**src/rtl/fisqrt_sched_pkg.sv**
```systemverilog
// ---------------------------------------------------------------------------
// fisqrt_sched_pkg : shared types and constants for the fastInvSqrt scheduler
// Rev 1.0
// ---------------------------------------------------------------------------
`default_nettype none

package fisqrt_sched_pkg;

  localparam int ID_W           = 3;
  localparam int FLAG_TIMEOUT   = 2;
  localparam int OFUF_OVERFLOW  = 1;
  localparam int OFUF_UNDERFLOW = 0;

  typedef enum logic [2:0] {
    ST_IDLE  = 3'd0,
    ST_LOAD  = 3'd1,
    ST_START = 3'd2,
    ST_BUSY  = 3'd3,
    ST_RESP  = 3'd4
  } state_t;

  // Round-robin pointer advance: the requester after the one just granted.
  function automatic logic [ID_W-1:0] next_ptr(input logic [ID_W-1:0] id, input int nreq);
    if (int'(id) >= nreq - 1) return '0;
    return id + 1'b1;
  endfunction

endpackage

`default_nettype wire

```
**src/rtl/fisqrt_scheduler_rr_arbiter.sv**
```systemverilog
// ---------------------------------------------------------------------------
// rr_arbiter : combinational round-robin one-hot grant starting at i_ptr
// Rev 1.0
// ---------------------------------------------------------------------------
`default_nettype none

module rr_arbiter #(
  parameter int NREQ = 4,
  parameter int ID_W = 3
) (
  input  logic [NREQ-1:0] i_req,
  input  logic [ID_W-1:0] i_ptr,
  output logic [NREQ-1:0] o_grant,
  output logic [ID_W-1:0] o_grant_id
);

  logic            w_hi_found;
  logic            w_lo_found;
  logic [ID_W-1:0] w_hi_id;
  logic [ID_W-1:0] w_lo_id;

  // Prefer the lowest requester at or above the pointer, else wrap to the lowest overall.
  always_comb begin
    w_hi_found = 1'b0;
    w_lo_found = 1'b0;
    w_hi_id    = '0;
    w_lo_id    = '0;
    for (int j = 0; j < NREQ; j++) begin
      if (i_req[j] && !w_lo_found) begin
        w_lo_found = 1'b1;
        w_lo_id    = ID_W'(j);
      end
      if (i_req[j] && (ID_W'(j) >= i_ptr) && !w_hi_found) begin
        w_hi_found = 1'b1;
        w_hi_id    = ID_W'(j);
      end
    end
  end

  always_comb begin
    o_grant_id = w_hi_found ? w_hi_id : w_lo_id;
    o_grant    = '0;
    for (int j = 0; j < NREQ; j++) begin
      if (w_lo_found && (ID_W'(j) == o_grant_id)) o_grant[j] = 1'b1;
    end
  end

endmodule

`default_nettype wire

```
**src/rtl/fisqrt_scheduler.sv**
```systemverilog
// ---------------------------------------------------------------------------
// fisqrt_scheduler : shares one fastInvSqrt unit among NREQ round-robin requesters
// Rev 1.0
// ---------------------------------------------------------------------------
`default_nettype none

module fisqrt_scheduler
  import fisqrt_sched_pkg::*;
#(
  parameter int NREQ    = 4,
  parameter int TIMEOUT = 255
) (
  input  logic                 clk,
  input  logic                 reset,
  input  logic [NREQ-1:0]      req_valid,
  input  logic [16*NREQ-1:0]   req_x,
  output logic [NREQ-1:0]      req_ready,
  output logic                 rsp_valid,
  input  logic                 rsp_ready,
  output logic [ID_W-1:0]      rsp_id,
  output logic [15:0]          rsp_result,
  output logic [2:0]           rsp_flags,
  output logic [15:0]          unit_x,
  output logic                 unit_start,
  input  logic                 unit_done,
  input  logic [15:0]          unit_result,
  input  logic [1:0]           unit_ofuf
);

  localparam int CNT_W = (TIMEOUT > 1) ? $clog2(TIMEOUT) : 1;
  localparam logic [CNT_W-1:0] C_CNT_LAST = CNT_W'(TIMEOUT - 1);

  state_t          r_state;
  state_t          w_state_nxt;
  logic [ID_W-1:0] r_ptr;
  logic [ID_W-1:0] r_id;
  logic [15:0]     r_operand;
  logic [15:0]     r_result;
  logic [2:0]      r_flags;
  logic [CNT_W-1:0] r_cnt;

  logic [NREQ-1:0] w_grant;
  logic [ID_W-1:0] w_grant_id;
  logic [15:0]     w_sel_x;
  logic            w_accept;
  logic            w_cnt_last;

  rr_arbiter #(
    .NREQ (NREQ),
    .ID_W (ID_W)
  ) u_arb (
    .i_req      (req_valid),
    .i_ptr      (r_ptr),
    .o_grant    (w_grant),
    .o_grant_id (w_grant_id)
  );

  always_comb begin
    w_sel_x = '0;
    for (int i = 0; i < NREQ; i++) begin
      if (w_grant[i]) w_sel_x = req_x[16*i +: 16];
    end
  end

  assign w_cnt_last = (r_cnt == C_CNT_LAST);

  always_ff @(posedge clk) begin
    if (reset) r_state <= ST_IDLE;
    else       r_state <= w_state_nxt;
  end

  always_comb begin
    w_state_nxt = r_state;
    req_ready   = '0;
    rsp_valid   = 1'b0;
    w_accept    = 1'b0;
    unit_start  = reset;
    case (r_state)
      ST_IDLE: begin
        req_ready = w_grant;
        w_accept  = |w_grant;
        if (w_accept) w_state_nxt = ST_LOAD;
      end
      ST_LOAD:  w_state_nxt = ST_START;
      ST_START: begin
        unit_start  = 1'b1;
        w_state_nxt = ST_BUSY;
      end
      ST_BUSY: begin
        if (unit_done || w_cnt_last) w_state_nxt = ST_RESP;
      end
      ST_RESP: begin
        rsp_valid = 1'b1;
        if (rsp_ready) w_state_nxt = ST_IDLE;
      end
      default: w_state_nxt = ST_IDLE;
    endcase
    // Reset wins over the state-derived handshakes while it is held.
    if (reset) begin
      req_ready = '0;
      rsp_valid = 1'b0;
      w_accept  = 1'b0;
    end
  end

  always_ff @(posedge clk) begin
    if (reset) begin
      r_ptr     <= '0;
      r_id      <= '0;
      r_operand <= '0;
      r_result  <= '0;
      r_flags   <= '0;
      r_cnt     <= '0;
    end else begin
      if (w_accept) begin
        r_id      <= w_grant_id;
        r_operand <= w_sel_x;
        r_ptr     <= next_ptr(w_grant_id, NREQ);
      end
      case (r_state)
        ST_START: r_cnt <= '0;
        ST_BUSY: begin
          if (unit_done) begin
            r_result <= unit_result;
            r_flags  <= {1'b0, unit_ofuf[OFUF_OVERFLOW], unit_ofuf[OFUF_UNDERFLOW]};
          end else if (w_cnt_last) begin
            r_result              <= '0;
            r_flags               <= '0;
            r_flags[FLAG_TIMEOUT] <= 1'b1;
          end else begin
            r_cnt <= r_cnt + 1'b1;
          end
        end
        default: ;
      endcase
    end
  end

  assign unit_x     = r_operand;
  assign rsp_id     = r_id;
  assign rsp_result = r_result;
  assign rsp_flags  = r_flags;

endmodule

`default_nettype wire

```
**config.mk**
```make
export PLATFORM = sky130hd
export DESIGN_NAME = fisqrt_scheduler
export DESIGN_NICKNAME = d
export VERILOG_FILES = /design/src/rtl/fisqrt_sched_pkg.sv /design/src/rtl/fisqrt_scheduler_rr_arbiter.sv /design/src/rtl/fisqrt_scheduler.sv
export SDC_FILE = /design/constraint.sdc
export NUM_CORES = 1
export LEC_CHECK = 0
export ABC_AREA = 1
export ABC_CLOCK_PERIOD_IN_PS = 2440
export CORE_UTILIZATION = 40
export CTS_CLUSTER_SIZE = 40
export DETAILED_ROUTE_END_ITERATION = 16
export PLACE_DENSITY = 0.79
export SLEW_MARGIN = 10
export SYNTH_ARGS = -nofsm -noshare
export SYNTH_HDL_FRONTEND = slang
export SYNTH_HIERARCHICAL = 1
export SYNTH_SLANG_ARGS = --single-unit
```
**constraint.sdc**
```tcl
create_clock -name clk -period 2.44 [get_ports clk]
set_clock_uncertainty 0.15 [all_clocks]
set_input_delay 0.488 -clock clk [delete_from_list [all_inputs] [get_ports clk]]
set_output_delay 0.488 -clock clk [all_outputs]
set_load 0.005 [all_outputs]
```
==> reports/metrics.cfg, run 1 <==
[grt]
grt_pass1_vias=3139
grt_max_degree=28
grtUsageTotal_pct=23.6
gr-total-overflow=0
grt_first_pass_wirelength_um=13700
antenna_found_initial=0

[timing]
hold_ws_ns=0.317
min_period_ns=2.42
max_freq_ghz=0.412
report.final.hold_viol_count=0
drv_slew=0
setup_viol=0
fin_crit_sh_pct=99.4
setup_tns_ns=0

[logic_synthesis]
avgSynthCellArea_um2=6.69
ys_top_cells_by_area=dfxtp_1, nand2_1, nand3_1, a21oi_1, nor2_1
synth-async-reset-ratio_pct=0
synthCells=413
syn-num-nets=507
ys_seq_area_share_pct=37.7
ys_ff_latch=52
synth_top_area_share_pct=37.7
synth_flop_cell=dfxtp_1
ys_top_cells_by_count=nand2_1, dfxtp_1, nand3_1, nor2_1, a21oi_1
synth_edf_count=0
syn-cell-area_um2=2760
yosysMostFrequentCell=nand2_1
synth.distinct_cells=32
synth_top_area_cell=dfxtp_1
yosys_warnings=6

[worst_hold_path]
hold_class=flip-flop to flip-flop
holdPathEnd=rsp_result[8]$_SDFFE_PP0P_
holdPathStages=2
hp-start=rsp_result[8]$_SDFFE_PP0P_

[worst_setup_path]
crit_fanout=3
cp.required_ns=1.80
reg2reg_slack_ns=0.14
cp_cell_sequence=dlygate4sd2_1 -> inv_2 -> nor2_4 -> nand2_1 -> nand2_2 -> nand2_2 -> buf_4 -> a21oi_2 -> inv_2 -> nor2_1 -> buf_2
reg2reg_depth=17
r2r_start=r_ptr[2]$_SDFFE_PP0P_
timing.rr.end=rsp_id[2]$_SDFFE_PP0P_
start_kind=input pin
worstSetupPathType=input pin to output port
endpoint_kind=output port
cp_data_arrival_time_ns=1.79
critical_path.slowest_cell=dlygate4sd2_1
cpPeakStageDelay_ns=0.24

[clock_network]
cts_tree=built
cts_buffers=5
hold_buffers=0
cts.sinks=52
clk_path_buf_depth=2
path_clk_slew_ns=0.10
htree_num_levels=2
root_buffer=clkbuf_8
worstSkewPairLatency_ns=0.31

[layout]
fin_nets=659
multi_input_area_um2=1540
area_growth_pct=63.5
fillCellCount=534
post-route-util_pct=69.5
final_layout_size_suffix_gt1_share_pct=14.3
register_area_um2=1040
antennaDiodeCount=0

[outcome]
status=finished, final reports clean

[die]
chipHeight_um=85.1
dieWidth_um=85.1
start_util_pct=42.5
coreArea_um2=6490
row_count=29
ioPinCount=134
die_area_um2=7240

[route]
drtPass1Iterations=4
drtIter0Drc=105
drt-wirelength-per-cell_um=13.2
wirelength_um=8500
vias_per_cell=5.11
final_antenna_net_count=0
vias=3286
route.detailed.drc=0

[power]
peakVddDrop_mv=0.290
p_per_area_nw_per_um2=667
p_total_w=0.00301
power.leakage_nw=1.86

[placement]
hpwl_um=6370
io_buffers=133
place.gp.congestion=0.809

[run]
max_cap_viol_count=0

[area by class of cell]
class,count,share of cell area [%]
tap,77,2.13
sequential,52,23.1
multi-input combinational,311,34.0
clock inverter,3,1.52
inverter,32,2.71
clock buffer,5,1.52
timing repair buffer,163,35.0
[layout by cell type, fill, tap and decap left out, drive strengths merged]
cell type      count
nand2            155
clkbuf             5
o22ai             16
a31oi             18
xor2               1
dlygate4sd2        4
o21ai              4
ha                 4
nand3b             1
nor4               2
buf               34
o211ai             1
bufinv             2
clkdlybuf4s50    125
nor2              39
a21oi             31
nor3b              1
conb               1
inv               33
nand3             36
dfxtp             52
o21a               1
[power by group]
| part | leakage [nW] | total (W) | internal (W) | switching, W |
|---|---|---|---|---|
| combinational | 1.37 | 0.00123 | 0.000643 | 0.000584 |
| clock | 0.0687 | 0.000712 | 0.000413 | 0.000299 |
| sequential | 0.424 | 0.00107 | 0.000983 | 0.0000903 |
| total | 1.86 | 0.00301 | 0.00204 | 0.000973 |
[timing repair]
action	4_1_cts	5_1_grt
gates resized for setup	27	12
pin swaps	9	9
setup endpoints to repair	27	25
gates cloned	0	0
setup buffers	4	5
[worst max-delay path: cells and delay by family]
kind | cells | cell delay [ns]
buffers and inverters | 5 | 0.64
AND/OR/NAND/NOR | 5 | 0.46
AO/OA/AOI/OAI | 1 | 0.20
[kinds of logic (layout without fill, tap and decap cells)]
| family | Yosys count | after routing | share of synthesized area [%] |
|---|---|---|---|
| AOI/OAI and AO/OA | 71 | 71 | 14.7 |
| and+or+nand+nor | 234 | 234 | 36.9 |
| buffers and inverters | 50 | 203 | 8.47 |
| adders and majority gates | 4 | 4 | 1.81 |
| xor gates and xnor gates | 1 | 1 | 0.317 |
| other | 1 | 1 | 0.136 |
| DFF | 52 | 52 | 37.7 |
[registers in the layout, indices dropped and copies added, names as in the netlist]
name,flops
r_ptr,3
r_cnt,8
rsp_id,3
unit_x,16
rsp_result,16
r_state,3
rsp_flags,3
[through the flow]
stage               setup slack, ns  area, um2  cells
global placement             -0.520       4290    627
floorplan                     0.192       2760    413
CTS                          0.0285       4440    639
global route                -0.0634       4520    643
detailed placement           -0.589       4290    627
finish                       0.0150       4520    643
[per-layer routing]
| metal | global-route usage (%) | wire [um] | vias up |
|---|---|---|---|
| li1 | - | - | 1651 |
| met2 | 43.4 | 4380 | 140 |
| met4 | 8.94 | 177 | 0 |
| met5 | 0 | 0 | - |
| met1 | 25.1 | 3240 | 1475 |
| met3 | 7.39 | 696 | 20 |
[worst max path at each step]
stage                             from      endpoint  slack, ns  cells past startpoint
after floorplan           req_valid[2]  req_ready[3]       0.19                     10
after global placement    req_valid[3]  req_ready[3]      -0.52                     11
after detailed placement  req_valid[3]  req_ready[3]      -0.59                     11
after CTS                        reset    unit_start       0.03                      4
after global routing      req_valid[3]  req_ready[3]      -0.06                     11
final                     req_valid[3]  req_ready[3]       0.02                     11
Note: power is estimated with default switching activity, not from simulation.
==> run 2, diff against run 1 <==
--- a/config.mk
+++ b/config.mk
@@ -10,9 +10,8 @@
 export CORE_UTILIZATION = 40
 export CTS_CLUSTER_SIZE = 40
 export DETAILED_ROUTE_END_ITERATION = 16
-export PLACE_DENSITY = 0.79
+export PLACE_DENSITY = 0.76
 export SLEW_MARGIN = 10
 export SYNTH_ARGS = -nofsm -noshare
 export SYNTH_HDL_FRONTEND = slang
-export SYNTH_HIERARCHICAL = 1
 export SYNTH_SLANG_ARGS = --single-unit
==> run 2 against run 1 <==
Register-to-register slack about the same. Clock power down 25%. The flow now finishes with violations (negative setup slack). Setup slack worse by 0.14 ns. Largest cell class is now multi-input combinational cells. First-iteration DRC count up 34%.
==> reports/metrics.cfg, run 2 <==
[route]
drtPass1Iterations=5  ; +1
drtIter0Drc=141  ; +34%
route.detailed.drc=0  ; unchanged
vias=3640  ; +11%
drt-wirelength-per-cell_um=13.0  ; -1.3%
wirelength_um=9740  ; +15%
vias_per_cell=4.87  ; -4.6%
final_antenna_net_count=0  ; unchanged

[timing]
fin_crit_sh_pct=105  ; +5.7 points
report.final.hold_viol_count=0  ; unchanged
setup_tns_ns=-0.318  ; -0.318 ns
drv_slew=0  ; unchanged
hold_ws_ns=0.309  ; -0.00889 ns
min_period_ns=2.57  ; +0.140 ns
finalWorstSetupSlack_ns=-0.125  ; -0.140 ns
max_freq_ghz=0.390  ; -5.5%
setup_viol=4  ; +4
rsz0062_at_grt=true

[grt]
gr-total-overflow=0  ; unchanged
grtUsageTotal_pct=23.4  ; -0.20 points
grt_max_degree=49  ; +75%
antenna_found_initial=0  ; unchanged
grt_pass1_vias=3383  ; +7.8%
grt_first_pass_wirelength_um=15900  ; +16%

[layout]
fin_nets=743  ; +13%
final_cell_mix=nand2_1, clkdlybuf4s50_1, nand3_1
mostFrequentLayoutCell=nand2_1
fillCellCount=646  ; +21%
stdcell_area_um2=4910  ; +8.6%
area_growth_pct=57.3
antennaDiodeCount=0  ; unchanged
final_layout_size_suffix_gt1_share_pct=15.7  ; +1.4 points

[clock_network]
worstSkewPairLatency_ns=0.32  ; about the same
cts.sinks=50  ; -3.8%
clk_path_buf_depth=2  ; unchanged
cts_tree=built
hold_buffers=0  ; unchanged
htree_num_levels=2  ; unchanged
path_clk_slew_ns=0.10  ; about the same
cts_buffers=5  ; unchanged
root_buffer=clkbuf_8

[worst_setup_path]
cp_common_cell=buf_6
startpoint=r_ptr[1]$_SDFFE_PP0P_
path_delay_family=simple AND/OR/NAND/NOR gates
critical_path.slowest_cell=dfxtp_2
cp_cell_sequence=inv_2 -> buf_6 -> nand3_4 -> nand2_2 -> inv_2 -> nand4_1 -> nand2_2 -> buf_6 -> buf_6 -> ha_4 -> nand2_4 -> nor3_4 -> buf_2
worstSetupPathType=flip-flop to output port
endpoint=req_ready[2]
cp_num_buf_inv=6  ; +1
r2r_start=r_ptr[0]$_SDFFE_PP0P_
cp.required_ns=1.80  ; about the same
endpoint_kind=output port
reg2reg_slack_ns=0.13  ; about the same
start_kind=flip-flop
cpPeakStageDelay_ns=0.33  ; +0.09 ns
reg2reg_depth=16  ; -1
cp_data_arrival_time_ns=1.93  ; +0.14 ns
worst-path-stages=13  ; +2
timing.rr.end=unit_x[10]$_SDFFE_PP0P_
crit_fanout=3  ; unchanged

[logic_synthesis]
ys_top_cells_by_count=nand2_1, nand3_1, dfxtp_1, nor2_1, inv_1
syn-num-nets=595  ; +17%
synth.distinct_cells=31  ; -3.1%
ys_top_cells_by_area=dfxtp_1, nand2_1, nand3_1, nor2_1, inv_1
synthCells=499  ; +21%
ys_seq_area_share_pct=32.1  ; -5.6 points
synth-async-reset-ratio_pct=0  ; unchanged
synth_top_area_cell=dfxtp_1
synth_edf_count=0  ; unchanged
avgSynthCellArea_um2=6.25  ; -6.6%
syn-cell-area_um2=3120  ; +13%
synth_top_area_share_pct=32.1  ; -5.6 points
yosys_warnings=0  ; -6
ys_ff_latch=50  ; -3.8%
yosysMostFrequentCell=nand2_1
synth_flop_cell=dfxtp_1

[worst_hold_path]
hold_class=flip-flop to flip-flop

[power]
p_total_w=0.00260  ; -14%
power.leakage_nw=2.23  ; +20%
peakVddDrop_mv=0.260  ; -10%
p_per_area_nw_per_um2=531  ; -20%

[die]
chipHeight_um=90.3  ; +6.1%
coreArea_um2=7410  ; +14%
row_count=31  ; +6.9%
start_util_pct=42.1  ; -0.43 points
dieWidth_um=90.3  ; +6.1%
die_area_um2=8150  ; +13%
ioPinCount=134  ; unchanged

[placement]
dpl_cell_area_um2=4600  ; +7.3%
io_buffers=132  ; -0.75%
hpwl_um=6880  ; +8.0%
place.gp.congestion=0.865  ; +6.9%

[outcome]
violations=negative setup slack
status=complete, but fails checks

[run]
max_cap_viol_count=0  ; unchanged

## run 2: metal layers
metal | wire (um) | track usage [%] | vias to the layer above
met5 | 0 | 0 | -
met3 | 898 | 5.13 | 2
met1 | 4250 | 29.6 | 1642
li1 | - | - | 1850
met2 | 4560 | 40.6 | 146
met4 | 37 | 4.97 | 0
## run 2: area by class of cell
| cell class | instances | area, um2 | share of cell area [%] |
|---|---|---|---|
| multi-input cells | 376 | 1900 | 38.7 |
| repair buffers | 170 | 1620 | 32.9 |
| flip-flops and latches | 50 | 1000 | 20.4 |
| inverters | 44 | 170 | 3.47 |
| well taps | 99 | 124 | 2.52 |
| clock buffers | 5 | 68.8 | 1.40 |
| clock inverters | 3 | 28.8 | 0.586 |
## run 2: logic make-up (layout without fill, tap and decap cells)
group | after synthesis | after routing | share of synthesized area (%)
other cells | 1 | 1 | 0.120
buf+inv | 73 | 222 | 11.0
flops | 50 | 50 | 32.1
xor+xnor | 2 | 2 | 0.562
simple gates | 330 | 330 | 47.8
fa+ha+maj | 6 | 6 | 2.41
compound gates | 37 | 37 | 6.06
## run 2: power by group
part	switching [W]	internal, W
sequential	0.0000457	0.000892
combinational	0.000556	0.000574
clock	0.000322	0.000215
total	0.000924	0.00168
## run 2: worst min path at each step
stage | from | end | slack (ns) | cells past startpoint
3_3_place_gp | unit_x[11]$_SDFFE_PP0P_ | unit_x[11]$_SDFFE_PP0P_ | 0.29 | 2
2_1_floorplan | unit_x[0]$_SDFFE_PP0P_ | unit_x[0]$_SDFFE_PP0P_ | 0.30 | 2
4_1_cts | unit_x[0]$_SDFFE_PP0P_ | unit_x[0]$_SDFFE_PP0P_ | 0.31 | 2
5_1_grt | unit_x[6]$_SDFFE_PP0P_ | unit_x[6]$_SDFFE_PP0P_ | 0.33 | 2
3_5_place_dp | unit_x[0]$_SDFFE_PP0P_ | unit_x[0]$_SDFFE_PP0P_ | 0.29 | 2
6_report | unit_x[1]$_SDFFE_PP0P_ | unit_x[1]$_SDFFE_PP0P_ | 0.31 | 2
## run 2: worst register-to-register path: stages, from the launching register on
cell	delay, ns
dfxtp_2	0.34
inv_2	0.04
o21ai_2	0.16
inv_1	0.08
a21boi_2	0.19
nand2_2	0.11
buf_6	0.13
buf_4	0.13
ha_4	0.16
buf_4	0.16
buf_4	0.16
nand3b_1	0.08
nand2_1	0.06
nand2_1	0.07
nand2_1	0.06
nand2_1	0.06
nand2_1	0.05
## run 2: repair_timing
action / CTS / global route
gates resized for setup: 61 / 8
endpoints found under the setup margin: 21 / 6
pin swaps: 10 / 8
setup buffers: 8 / 5
## run 2: through the flow
stage                     instances  setup WS [ns]  util, %
final                           747         -0.125     66.2
after global routing            747         -0.245     66.2
after CTS                       742         -0.130     65.5
after detailed placement        727         -0.871     62.1
after global placement          727         -0.760     62.1
after floorplan                 499         0.0260        -
